<file path="src/rtl/spi_reg_sequencer_if.sv">
// Request/response and spi_master-facing signals of the register-access sequencer.
// The slave modport is the sequencer's view; the master modport is the requester/SPI side.
interface spi_reg_sequencer_if;
  logic       req_valid;
  logic       req_ready;
  logic       req_write;
  logic [6:0] req_addr;
  logic [7:0] req_wdata;
  logic       rsp_valid;
  logic       rsp_err;
  logic [7:0] rsp_rdata;
  logic       seq_busy;
  logic       spi_start_n;
  logic [7:0] spi_data_in;
  logic       spi_busy;
  logic [7:0] spi_data_out;

  modport slave (
    input  req_valid, req_write, req_addr, req_wdata, spi_busy, spi_data_out,
    output req_ready, rsp_valid, rsp_err, rsp_rdata, seq_busy, spi_start_n, spi_data_in
  );

  modport master (
    output req_valid, req_write, req_addr, req_wdata, spi_busy, spi_data_out,
    input  req_ready, rsp_valid, rsp_err, rsp_rdata, seq_busy, spi_start_n, spi_data_in
  );
endinterface

</file>
<file path="src/rtl/spi_reg_sequencer.sv">
// Register-access sequencer: turns one read/write request into an address byte and a
// data byte on an 8-bit spi_master, with start/busy timeouts and a fixed inter-byte gap.
module spi_reg_sequencer #(
  parameter int unsigned GAP_CYCLES    = 16,
  parameter int unsigned START_TIMEOUT = 1024,
  parameter int unsigned BUSY_TIMEOUT  = 200000000,
  parameter int unsigned CNT_W         = 32
) (
  input  logic                CLOCK_50,
  input  logic                reset,
  spi_reg_sequencer_if.slave  bus
);

  localparam logic [CNT_W-1:0] START_LAST = CNT_W'(START_TIMEOUT - 1);
  localparam logic [CNT_W-1:0] BUSY_LAST  = CNT_W'(BUSY_TIMEOUT - 1);
  localparam logic [CNT_W-1:0] GAP_LAST   = CNT_W'(GAP_CYCLES - 1);

  typedef enum logic [2:0] {
    S_IDLE, S_A_START, S_A_WAIT, S_GAP, S_D_START, S_D_WAIT, S_DONE, S_ERROR
  } state_t;

  state_t           r_state;
  logic [CNT_W-1:0] r_cnt;
  logic             r_write;
  logic [7:0]       r_wdata;
  logic             r_start_n;
  logic [7:0]       r_data_in;
  logic             r_rsp_valid;
  logic             r_rsp_err;
  logic [7:0]       r_rsp_rdata;
  logic             w_req_ready;

  // A master still finishing a byte blocks new requests even when we are idle.
  assign w_req_ready     = (r_state == S_IDLE) & ~bus.spi_busy;
  assign bus.req_ready   = w_req_ready;
  assign bus.seq_busy    = (r_state != S_IDLE);
  assign bus.spi_start_n = r_start_n;
  assign bus.spi_data_in = r_data_in;
  assign bus.rsp_valid   = r_rsp_valid;
  assign bus.rsp_err     = r_rsp_err;
  assign bus.rsp_rdata   = r_rsp_rdata;

  always_ff @(posedge CLOCK_50 or posedge reset) begin
    if (reset) begin
      r_state     <= S_IDLE;
      r_cnt       <= '0;
      r_write     <= 1'b0;
      r_wdata     <= 8'h00;
      r_start_n   <= 1'b1;
      r_data_in   <= 8'h00;
      r_rsp_valid <= 1'b0;
      r_rsp_err   <= 1'b0;
      r_rsp_rdata <= 8'h00;
    end else begin
      r_rsp_valid <= 1'b0;
      r_rsp_err   <= 1'b0;
      case (r_state)
        S_IDLE: begin
          if (bus.req_valid && w_req_ready) begin
            r_write   <= bus.req_write;
            r_wdata   <= bus.req_wdata;
            r_data_in <= {bus.req_addr, ~bus.req_write};
            r_cnt     <= '0;
            r_start_n <= 1'b0;
            r_state   <= S_A_START;
          end
        end
        // Busy rising on the timeout cycle still counts as a successful start.
        S_A_START, S_D_START: begin
          if (bus.spi_busy) begin
            r_start_n <= 1'b1;
            r_cnt     <= '0;
            r_state   <= (r_state == S_A_START) ? S_A_WAIT : S_D_WAIT;
          end else if (r_cnt == START_LAST) begin
            r_start_n <= 1'b1;
            r_state   <= S_ERROR;
          end else begin
            r_cnt <= r_cnt + CNT_W'(1);
          end
        end
        S_A_WAIT, S_D_WAIT: begin
          if (!bus.spi_busy) begin
            r_cnt   <= '0;
            r_state <= (r_state == S_A_WAIT) ? S_GAP : S_DONE;
          end else if (r_cnt == BUSY_LAST) begin
            r_state <= S_ERROR;
          end else begin
            r_cnt <= r_cnt + CNT_W'(1);
          end
        end
        S_GAP: begin
          if (r_cnt == GAP_LAST) begin
            r_cnt     <= '0;
            r_data_in <= r_write ? r_wdata : 8'h00;
            r_start_n <= 1'b0;
            r_state   <= S_D_START;
          end else begin
            r_cnt <= r_cnt + CNT_W'(1);
          end
        end
        S_DONE: begin
          r_rsp_valid <= 1'b1;
          r_rsp_rdata <= bus.spi_data_out;
          r_state     <= S_IDLE;
        end
        S_ERROR: begin
          r_rsp_valid <= 1'b1;
          r_rsp_err   <= 1'b1;
          r_rsp_rdata <= 8'h00;
          r_start_n   <= 1'b1;
          r_state     <= S_IDLE;
        end
        default: r_state <= S_IDLE;
      endcase
    end
  end

endmodule

</file>
<file path="src/flat_wrapper.sv">
// flat-port wrapper written by rule: the top's interface ports become plain ports
module spi_reg_sequencer_flat 
#(
  parameter int unsigned GAP_CYCLES    = 16,
  parameter int unsigned START_TIMEOUT = 1024,
  parameter int unsigned BUSY_TIMEOUT  = 200000000,
  parameter int unsigned CNT_W         = 32
)
  (CLOCK_50, reset, bus_req_valid, bus_req_write, bus_req_addr, bus_req_wdata, bus_spi_busy, bus_spi_data_out, bus_req_ready, bus_rsp_valid, bus_rsp_err, bus_rsp_rdata, bus_seq_busy, bus_spi_start_n, bus_spi_data_in);
  spi_reg_sequencer_if bus_i ();
  input  logic CLOCK_50;
  input  logic reset;
  input wire logic [$bits(bus_i.req_valid)-1:0] bus_req_valid;
  input wire logic [$bits(bus_i.req_write)-1:0] bus_req_write;
  input wire logic [$bits(bus_i.req_addr)-1:0] bus_req_addr;
  input wire logic [$bits(bus_i.req_wdata)-1:0] bus_req_wdata;
  input wire logic [$bits(bus_i.spi_busy)-1:0] bus_spi_busy;
  input wire logic [$bits(bus_i.spi_data_out)-1:0] bus_spi_data_out;
  output wire logic [$bits(bus_i.req_ready)-1:0] bus_req_ready;
  output wire logic [$bits(bus_i.rsp_valid)-1:0] bus_rsp_valid;
  output wire logic [$bits(bus_i.rsp_err)-1:0] bus_rsp_err;
  output wire logic [$bits(bus_i.rsp_rdata)-1:0] bus_rsp_rdata;
  output wire logic [$bits(bus_i.seq_busy)-1:0] bus_seq_busy;
  output wire logic [$bits(bus_i.spi_start_n)-1:0] bus_spi_start_n;
  output wire logic [$bits(bus_i.spi_data_in)-1:0] bus_spi_data_in;
  assign bus_i.req_valid = bus_req_valid;
  assign bus_i.req_write = bus_req_write;
  assign bus_i.req_addr = bus_req_addr;
  assign bus_i.req_wdata = bus_req_wdata;
  assign bus_i.spi_busy = bus_spi_busy;
  assign bus_i.spi_data_out = bus_spi_data_out;
  assign bus_req_ready = bus_i.req_ready;
  assign bus_rsp_valid = bus_i.rsp_valid;
  assign bus_rsp_err = bus_i.rsp_err;
  assign bus_rsp_rdata = bus_i.rsp_rdata;
  assign bus_seq_busy = bus_i.seq_busy;
  assign bus_spi_start_n = bus_i.spi_start_n;
  assign bus_spi_data_in = bus_i.spi_data_in;
  spi_reg_sequencer #(.GAP_CYCLES(GAP_CYCLES), .START_TIMEOUT(START_TIMEOUT), .BUSY_TIMEOUT(BUSY_TIMEOUT), .CNT_W(CNT_W)) u_core (.CLOCK_50(CLOCK_50), .reset(reset), .bus(bus_i));
endmodule
</file>
<file path="config.mk">
export PLATFORM = sky130hd
export DESIGN_NAME = spi_reg_sequencer_flat
export DESIGN_NICKNAME = d
export VERILOG_FILES = /design/src/rtl/spi_reg_sequencer_if.sv /design/src/rtl/spi_reg_sequencer.sv /design/src/flat_wrapper.sv
export SDC_FILE = /design/constraint.sdc
export NUM_CORES = 1
export LEC_CHECK = 0
export CORE_UTILIZATION = 43
export DETAILED_ROUTE_END_ITERATION = 6
export GPL_TIMING_DRIVEN = 0
export PLACE_DENSITY = 0.74
export SETUP_SLACK_MARGIN = 0.5
export SLEW_MARGIN = 20
export SYNTH_ARGS = -nofsm -noshare
export SYNTH_HDL_FRONTEND = slang
export SYNTH_SLANG_ARGS = --single-unit
</file>
<file path="constraint.sdc">
create_clock -name CLOCK_50 -period 5.9 [get_ports CLOCK_50]
set_input_delay 1.18 -clock CLOCK_50 [delete_from_list [all_inputs] [get_ports CLOCK_50]]
set_output_delay 1.18 -clock CLOCK_50 [all_outputs]
set_load 0.02 [all_outputs]
</file>
## After elaboration in Yosys (flattened, before gate mapping)

Cells that the tools add are included.

- Bitwise operators: 3
- Reduce and logical (&&, ||, !) cells: 15
- Equal/unequal tests: 16
- $add $sub $neg: 1
- Muxes and demuxes: 28

Operators by type and width:

| kind | count |
|---|---|
| $mux 32 | 6 |
| $pmux 32 s4 | 1 |
| $add 32x1->32 const B | 1 |
| $eq 32x10->1 const B | 1 |
| $eq 32x28->1 const B | 1 |
| $eq 32x4->1 const B | 1 |
| $pmux 8 s2 | 2 |
| $mux 3 | 8 |
| $mux 8 | 3 |
| $pmux 3 s5 | 1 |
| $eq 3x3->1 const B | 4 |
| $reduce_and 4->1 | 3 |
| $reduce_bool 4->1 | 2 |
| $eq 3x2->1 const B | 2 |
| $mux 1 | 6 |
| $ne 3x2->1 const B | 2 |
| $ne 3x3->1 const B | 2 |
| $reduce_or 2->1 | 3 |
| $pmux 1 s4 | 1 |
| $reduce_bool 2->1 | 2 |
| $eq 3x1->1 const B | 1 |
| $logic_not 3->1 | 1 |
| $reduce_and 3->1 | 1 |
| $reduce_bool 3->1 | 1 |
| 6 further kinds | 7 |

- Output and inout bits: 21
- Register bits: 63
- Input bits: 28
- Word-level logic and storage cells: 72

## Depth between registers and ports, before layout

Gate-level depths: netlist (run 1).

- Word-level depth: 5
- Depth in mapped cells: 10
- Depth with buffers taken out: 8

## Least setup slack after synthesis (run 1)

OpenSTA, ideal clock, no wires.

- Kind: input port to output port
- Start: input port bus_spi_busy
- End: output port bus_req_ready
- Buffers on the path: 1
- Setup slack: 3004 ps
- Data required time: 4720 ps
- Arrival time: 1716 ps
- Cell stages on the path: 2
- Cell sequence: clkbuf_1 nor2_1

- Cells in the longest elaborated chain, start to end: 2

Ends and longest elaborated chain:

| item | RTL line | source |
|---|---|---|
| start, declared | flat_wrapper.sv:17 | `input wire logic [$bits(bus_i.spi_busy)-1:0] bus_spi_busy;` |
| $not 1->1 | spi_reg_sequencer.sv:34 | `assign w_req_ready = (r_state == S_IDLE) & ~bus.spi_busy;` |
| $and 1x1->1 | spi_reg_sequencer.sv:34 |  |
| end, declared | flat_wrapper.sv:19 | `output wire logic [$bits(bus_i.req_ready)-1:0] bus_req_ready;` |

No other way between the ends.

## Worst setup path after layout (run 1)

Ends and elaborated chain as after synthesis.

==> impl_metrics.ini, run 1 <==
[drt]
via_per_inst = 5.760
drc_errors = 0
avgRoutedWirePerCell_um = 15.07
finalWirelength_mm = 8.291
routed-via-count = 3168
dr.pass1.iters = 5
ant_nets = 0
first_iter_violations = 244

[clock_network]
cts_tree = built
cts_hold_buf = 0
clk_latency_ns = 0.35
clock_sinks = 63
post_cts_buffers = 0
cts_buffers = 9
clk_pin_slew_ns = 0.07
h-tree-depth = 3
cts_max_path_buffers = 2
cts_resized = 0
cts_root_buffer = clkbuf_8

[logic_synthesis]
synth_edf_count = 0
netlist_area_um2 = 3423
syn_nets = 412
postSynth.asyncResetShare = 1.000
ys_types = 50
syn_inst = 383
synthFlopType = dfrtp_1
synth-compound-area-share = 0.1999
yosys_warnings = 0
synthSimpleGateAreaFrac = 0.2606
synth_top_family_by_area = simple AND/OR/NAND/NOR gates
synth_fa_ha_area_frac = 0.003655
ys_ff_latch = 63
synth_seq_area_share = 0.4609
synthMuxAreaShare = 0.02961
synthXorXnorAreaFrac = 0.01023
syn_avg_cell_area_um2 = 8.938

[floorplanning]
io_pins = 49
fp.dieH_um = 91.23
design.core.area_um2 = 7727
die_area_um2 = 8322
rows = 32
initial_core_util = 0.4430
fp.dieW_um = 91.23

[place]
placed_cells = 534
place.gp.congestion = 0.8863
pre_cts_ws_ns = 1.942
hpwl_mm = 5.750
portBuffers = 48

[sta]
hold_viol_final = 0
fin_crit_sh = 0.6717
clock_skew_ns = 0.01143
timing.fmax_mhz = 252.3
finalSetupViolCount = 0
setup-tns-final_ns = 0
rsz0062_at_grt = no
whs_ns = 0.4810
worstMarginPinSlew_ns = 0.9425
slew_headroom = 0.3659
worst_slack_ns = 1.937
fin_crit_ns = 3.963
final-max-slew-violation-count = 0

[pwr]
power_mw = 1.899
cellPowerDensity_nw_per_um2 = 444.3
peakVddDrop_mv = 0.1363
p_leak_nw = 1.723

[global_routing]
grt_busiest_layer = met2
overflow = 0
track_usage = 0.2185
grt_pass1_wl_mm = 14.55
grt_max_degree = 34
use_met2 = 0.3529
met1_usage = 0.2895
gr-usage-met3 = 0.04355
antenna_found_initial = 0
grt_pass1_vias = 3031

[worst_setup_path]
critPathMaxStageDelay_ns = 0.64
criticalPathCategory = input pin to output pin
endpoint_kind = output pin
startpoint_type = input pin
reg2reg_slack_ns = 2.92
critPathMaxFanout = 10
cp_slowest_cell = clkdlybuf4s50_1
path_cells = clkdlybuf4s50_1 > clkbuf_1 > nor2_1 > clkdlybuf4s50_1
required_ns = 4.72
arrival_ns = 2.78
cp_common_cell = clkdlybuf4s50_1

[final_layout]
nets = 472
drive_gt1_frac = 0.09375
final_common_cell = dfrtp_1
syn_to_final_growth_pct = 24.89
stdcell_count = 550
nFillCells = 676
mostFrequentLayoutCells = 62 x dfrtp_1, 52 x o21ai_0, 48 x clkdlybuf4s50_1, 40 x nand2_1, 21 x o31ai_1
antenna_cells = 0

[status]
status = completed

[worst_hold_path]
min_path_type = flip-flop to flip-flop

[job]
drv_cap = 0
## cell families (layout without fill, tap and decap cells)
logic type	after synthesis	count (layout)
mux	9	9
compound gates	114	114
simple gates	163	163
fa+ha+maj	1	1
flops	63	63
xor+xnor	4	4
buf+inv	29	94
## power by group
part | internal (mW) | leakage, nW | switching [mW]
logic | 0.353 | 0.786 | 0.526
registers | 0.537 | 0.832 | 0.0612
clock network | 0.238 | 0.105 | 0.184
## layer usage
metal | vias up | part of all wire
li1 | 1531 | -
met1 | 1498 | 0.45
met2 | 124 | 0.47
met3 | 15 | 0.061
met4 | 0 | 0.016
met5 | - | 0
## area by class of cell
| class | count | area (um^2) | area share |
|---|---|---|---|
| multi-input cells | 291 | 1725 | 0.4036 |
| flip-flops and latches | 63 | 1578 | 0.3690 |
| inverters | 5 | 21.27 | 0.004975 |
| clock buffers | 9 | 123.9 | 0.02897 |
| well taps | 102 | 127.6 | 0.02985 |
| clock inverters | 7 | 97.59 | 0.02283 |
| plain buffers | 24 | 101.3 | 0.02370 |
| repair buffers | 49 | 500.5 | 0.1171 |
## sequential cells by signal, indices dropped and copies added (netlist names)
register	flops
u_core.bus.spi_data_in	8
u_core.r_state	3
u_core.bus.spi_start_n	1
u_core.r_wdata	8
u_core.r_write	1
u_core.bus.rsp_rdata	8
u_core.bus.rsp_err	1
u_core.bus.rsp_valid	1
u_core.r_cnt	32
## synthesized netlist by cell type, types with 2 or more instances
| cell type | count | area share |
|---|---|---|
| a31oi_1 | 5 | 0.0091 |
| or4_1 | 3 | 0.0066 |
| nor4_1 | 10 | 0.018 |
| nand4_1 | 6 | 0.011 |
| mux2_2 | 9 | 0.030 |
| and3_1 | 11 | 0.020 |
| o41ai_1 | 4 | 0.010 |
| nor3b_1 | 3 | 0.0066 |
| o21a_1 | 2 | 0.0044 |
| inv_1 | 5 | 0.0055 |
| nand2_1 | 40 | 0.044 |
| nor3_1 | 6 | 0.0088 |
| o31ai_1 | 21 | 0.046 |
| buf_2 | 3 | 0.0044 |
| nor2b_1 | 2 | 0.0037 |
| or3_1 | 3 | 0.0055 |
| and4_1 | 4 | 0.010 |
| o21ai_1 | 4 | 0.0058 |
| clkbuf_1 | 19 | 0.021 |
| o21ai_0 | 52 | 0.076 |
| a21oi_1 | 18 | 0.026 |
| nand3_1 | 20 | 0.029 |
| and2_1 | 12 | 0.022 |
| nor2_1 | 19 | 0.021 |
| nand2b_1 | 13 | 0.024 |
| dfrtp_1 | 62 | 0.45 |
| xor2_1 | 4 | 0.010 |
## stage by stage
| step | area (um^2) | utilization |
|---|---|---|
| 2_1_floorplan | 3423 | - |
| 3_3_place_gp | 4031 | 0.5217 |
| 3_5_place_dp | 4054 | 0.5246 |
| 4_1_cts | 4275 | 0.5533 |
| 5_1_grt | 4275 | 0.5533 |
| 6_report | 4275 | 0.5533 |
## critical path: cells and delay by family
| family | cells | cell delay, ns |
|---|---|---|
| AND/OR/NAND/NOR | 1 | 0.23 |
| buffers and inverters | 3 | 1.38 |
## worst paths after layout
| check | startpoint | endpoint | cells after the start |
|---|---|---|---|
| max | bus_spi_busy | bus_req_ready | 4 |
| min | u_core.bus.spi_data_in[4] | u_core.bus.spi_data_in[4] | 2 |
| max reg2reg | u_core.r_state[0] | u_core.r_cnt[12] | 10 |
| min reg2reg | u_core.bus.spi_data_in[4] | u_core.bus.spi_data_in[4] | 2 |
| max in group asynchronous | reset | u_core.r_cnt[9] | 3 |
| min in group asynchronous | reset | u_core.bus.rsp_rdata[4] | 2 |
No activity file was read; power rests on OpenSTA's default activity.
==> run 2: changes to the inputs <==
- clock period: 5.9 -> 4.15 ns (I/O delays scaled with it)
==> results of run 2 <==
Same layout as run 1 (identical final DEF). Status: completed.
Among the figures that moved: setup slack after placement 1.942 ns -> 0.6029 ns; setup slack after layout 1.937 ns -> 0.8871 ns; register-to-register setup slack 2.92 ns -> 1.17 ns; total power 1.899 mW -> 2.700 mW; worst IR drop on VDD 0.1363 mV -> 0.1937 mV
==> run 3: changes to the inputs <==
- clock period: 4.15 -> 3.35 ns (I/O delays scaled with it)
==> run 3 against run 2 <==
Worst hold slack about the same; highest routed layer unchanged; clock skew about the same; critical path depth increased by 5; clock-buffer cell count unchanged; design area increased by 5.3%; cell count increased by 2.0%; sequential power increased by 22%; sequential share of layout area decreased by 1.8 points; power increased by 34%; via count increased by 3.3%; clock power increased by 24%; largest cell class unchanged; sequential cell count unchanged.
==> impl_metrics.ini, run 3 (synthesis results as in run 1) <==
[sta]
rsz0062_at_grt = yes
timing.fmax_mhz = 354.7
setup-tns-final_ns = 0
worst_slack_ns = 0.5309
fin_crit_sh = 0.8415
finalSetupViolCount = 0
clock_skew_ns = 0.01130
worstMarginPinSlew_ns = 0.5983
fin_crit_ns = 2.819
hold_viol_final = 0
final-max-slew-violation-count = 0
slew_headroom = 0.5978

[clock_network]
cts_buffers = 9
clk_latency_ns = 0.35
h-tree-depth = 3
cts_root_buffer = clkbuf_8
cts_max_path_buffers = 2
clock_sinks = 63
cts_tree = built
clk_pin_slew_ns = 0.08

[final_layout]
stdcell_count = 561
antenna_cells = 0
largest_register = u_core.r_cnt
final_common_cell = dfrtp_1
syn_to_final_growth_pct = 31.47
largest_reg_flops = 32
nFillCells = 649
nets = 483
drive_gt1_frac = 0.1721
mostFrequentLayoutCells = 59 x dfrtp_1, 47 x o21ai_0, 47 x clkdlybuf4s50_1, 38 x nand2_1

[pwr]
peakVddDrop_mv = 0.2664
p_leak_nw = 1.861
cellPowerDensity_nw_per_um2 = 801.1

[worst_setup_path]
critPathMaxStageDelay_ns = 0.50
criticalPathCategory = flip-flop to flip-flop
cp_slowest_cell = or4_1
startpoint_type = flip-flop
path_cells = or4_1 > or4_4 > nor3_4 > buf_4 > a31o_2 > clkbuf_2 > nor2_1 > o21ai_0 > o41ai_1
endpoint_kind = flip-flop
required_ns = 3.57
critPathMaxFanout = 10
arrival_ns = 3.04

[status]
status = completed

[place]
hpwl_mm = 5.750
pre_cts_ws_ns = -0.03705
place.gp.congestion = 0.8863
placed_cells = 534
portBuffers = 48

[floorplanning]
io_pins = 49
rows = 32
fp.dieW_um = 91.23
die_area_um2 = 8322
design.core.area_um2 = 7727
initial_core_util = 0.4430
fp.dieH_um = 91.23

[worst_hold_path]
min_path_type = flip-flop to flip-flop

[global_routing]
grt_pass1_wl_mm = 14.72
grt_max_degree = 34
overflow = 0
track_usage = 0.2208
grt_pass1_vias = 3068
antenna_found_initial = 0

[drt]
finalWirelength_mm = 8.858
drc_errors = 0
avgRoutedWirePerCell_um = 15.79
ant_nets = 0
first_iter_violations = 279
via_per_inst = 5.832
dr.pass1.iters = 5
routed-via-count = 3272

[job]
drv_cap = 0
## run 3: changes by cell type in the layout (fill, tap and decap cells not counted), moves of 3 or more
cell | before | now
buf_4 | 0 | 10
buf_6 | 1 | 4
clkbuf_1 | 19 | 9
clkbuf_2 | 0 | 5
dfrtp_1 | 62 | 59
dfrtp_2 | 0 | 3
o21ai_0 | 52 | 47
o21ai_1 | 4 | 9
o31ai_1 | 21 | 18
o31ai_2 | 0 | 3
## run 3: per-stage QoR
step	total power [mW]	cell area [um^2]	utilization	hold slack [ns]
3_3_place_gp	2.570	4031	0.5217	0.4600
2_1_floorplan	2.063	3423	-	0.4460
4_1_cts	3.394	4317	0.5586	0.4853
3_5_place_dp	2.602	4054	0.5246	0.4695
6_report	3.605	4501	0.5824	0.4806
5_1_grt	3.842	4501	0.5824	0.5112
## run 3: cell type report
type | count | area [um^2] | area share
Inverter | 5 | 21.27 | 0.004726
Clock buffer | 9 | 123.9 | 0.02752
Sequential cell | 63 | 1582 | 0.3514
Tap cell | 102 | 127.6 | 0.02836
Multi-Input combinational cell | 291 | 1802 | 0.4003
Clock inverter | 7 | 97.59 | 0.02168
Timing Repair Buffer | 60 | 599.3 | 0.1332
Buffer | 24 | 147.6 | 0.03281
## run 3: worst max-delay path: cells and delay by family (launching register included)
| family | cells | cell delay [ns] |
|---|---|---|
| flops | 1 | 0.42 |
| compound gates | 3 | 0.54 |
| buf+inv | 2 | 0.44 |
| simple gates | 4 | 1.27 |
## run 3: per-layer routing
metal  GRT usage  vias to the layer above  part of all wire
met2      0.3630                      146              0.47
met1      0.2878                     1554              0.44
li1            -                     1553                 -
met5           0                        -                 0
met4     0.08069                        0             0.019
met3     0.04523                       19             0.069
## run 3: where the power goes
group | switching (mW) | internal [mW]
logic | 1.02 | 0.797
registers | 0.0980 | 0.946
clock network | 0.324 | 0.420
## run 3: timing repair
action / in CTS / in global routing
pin swaps: 2 / 3
resized for setup: 11 / 46
buffers inserted: 3 / 7
cloned: 0 / 1
hold buffers: 0 / 0
setup endpoints to repair: 27 / 41
## run 3: final timing paths
| path | start | end | slack, ns | cells after the start |
|---|---|---|---|---|
| max reg2reg | u_core.r_cnt[8] | u_core.r_cnt[11] | 0.53 | 9 |
| max in group asynchronous | reset | u_core.r_cnt[9] | 2.16 | 3 |
| min reg2reg | u_core.bus.spi_data_in[4] | u_core.bus.spi_data_in[4] | 0.48 | 2 |
| max | u_core.r_cnt[8] | u_core.r_cnt[11] | 0.53 | 9 |
| min in group asynchronous | reset | u_core.bus.rsp_rdata[4] | 0.66 | 2 |
| min | u_core.bus.spi_data_in[4] | u_core.bus.spi_data_in[4] | 0.48 | 2 |
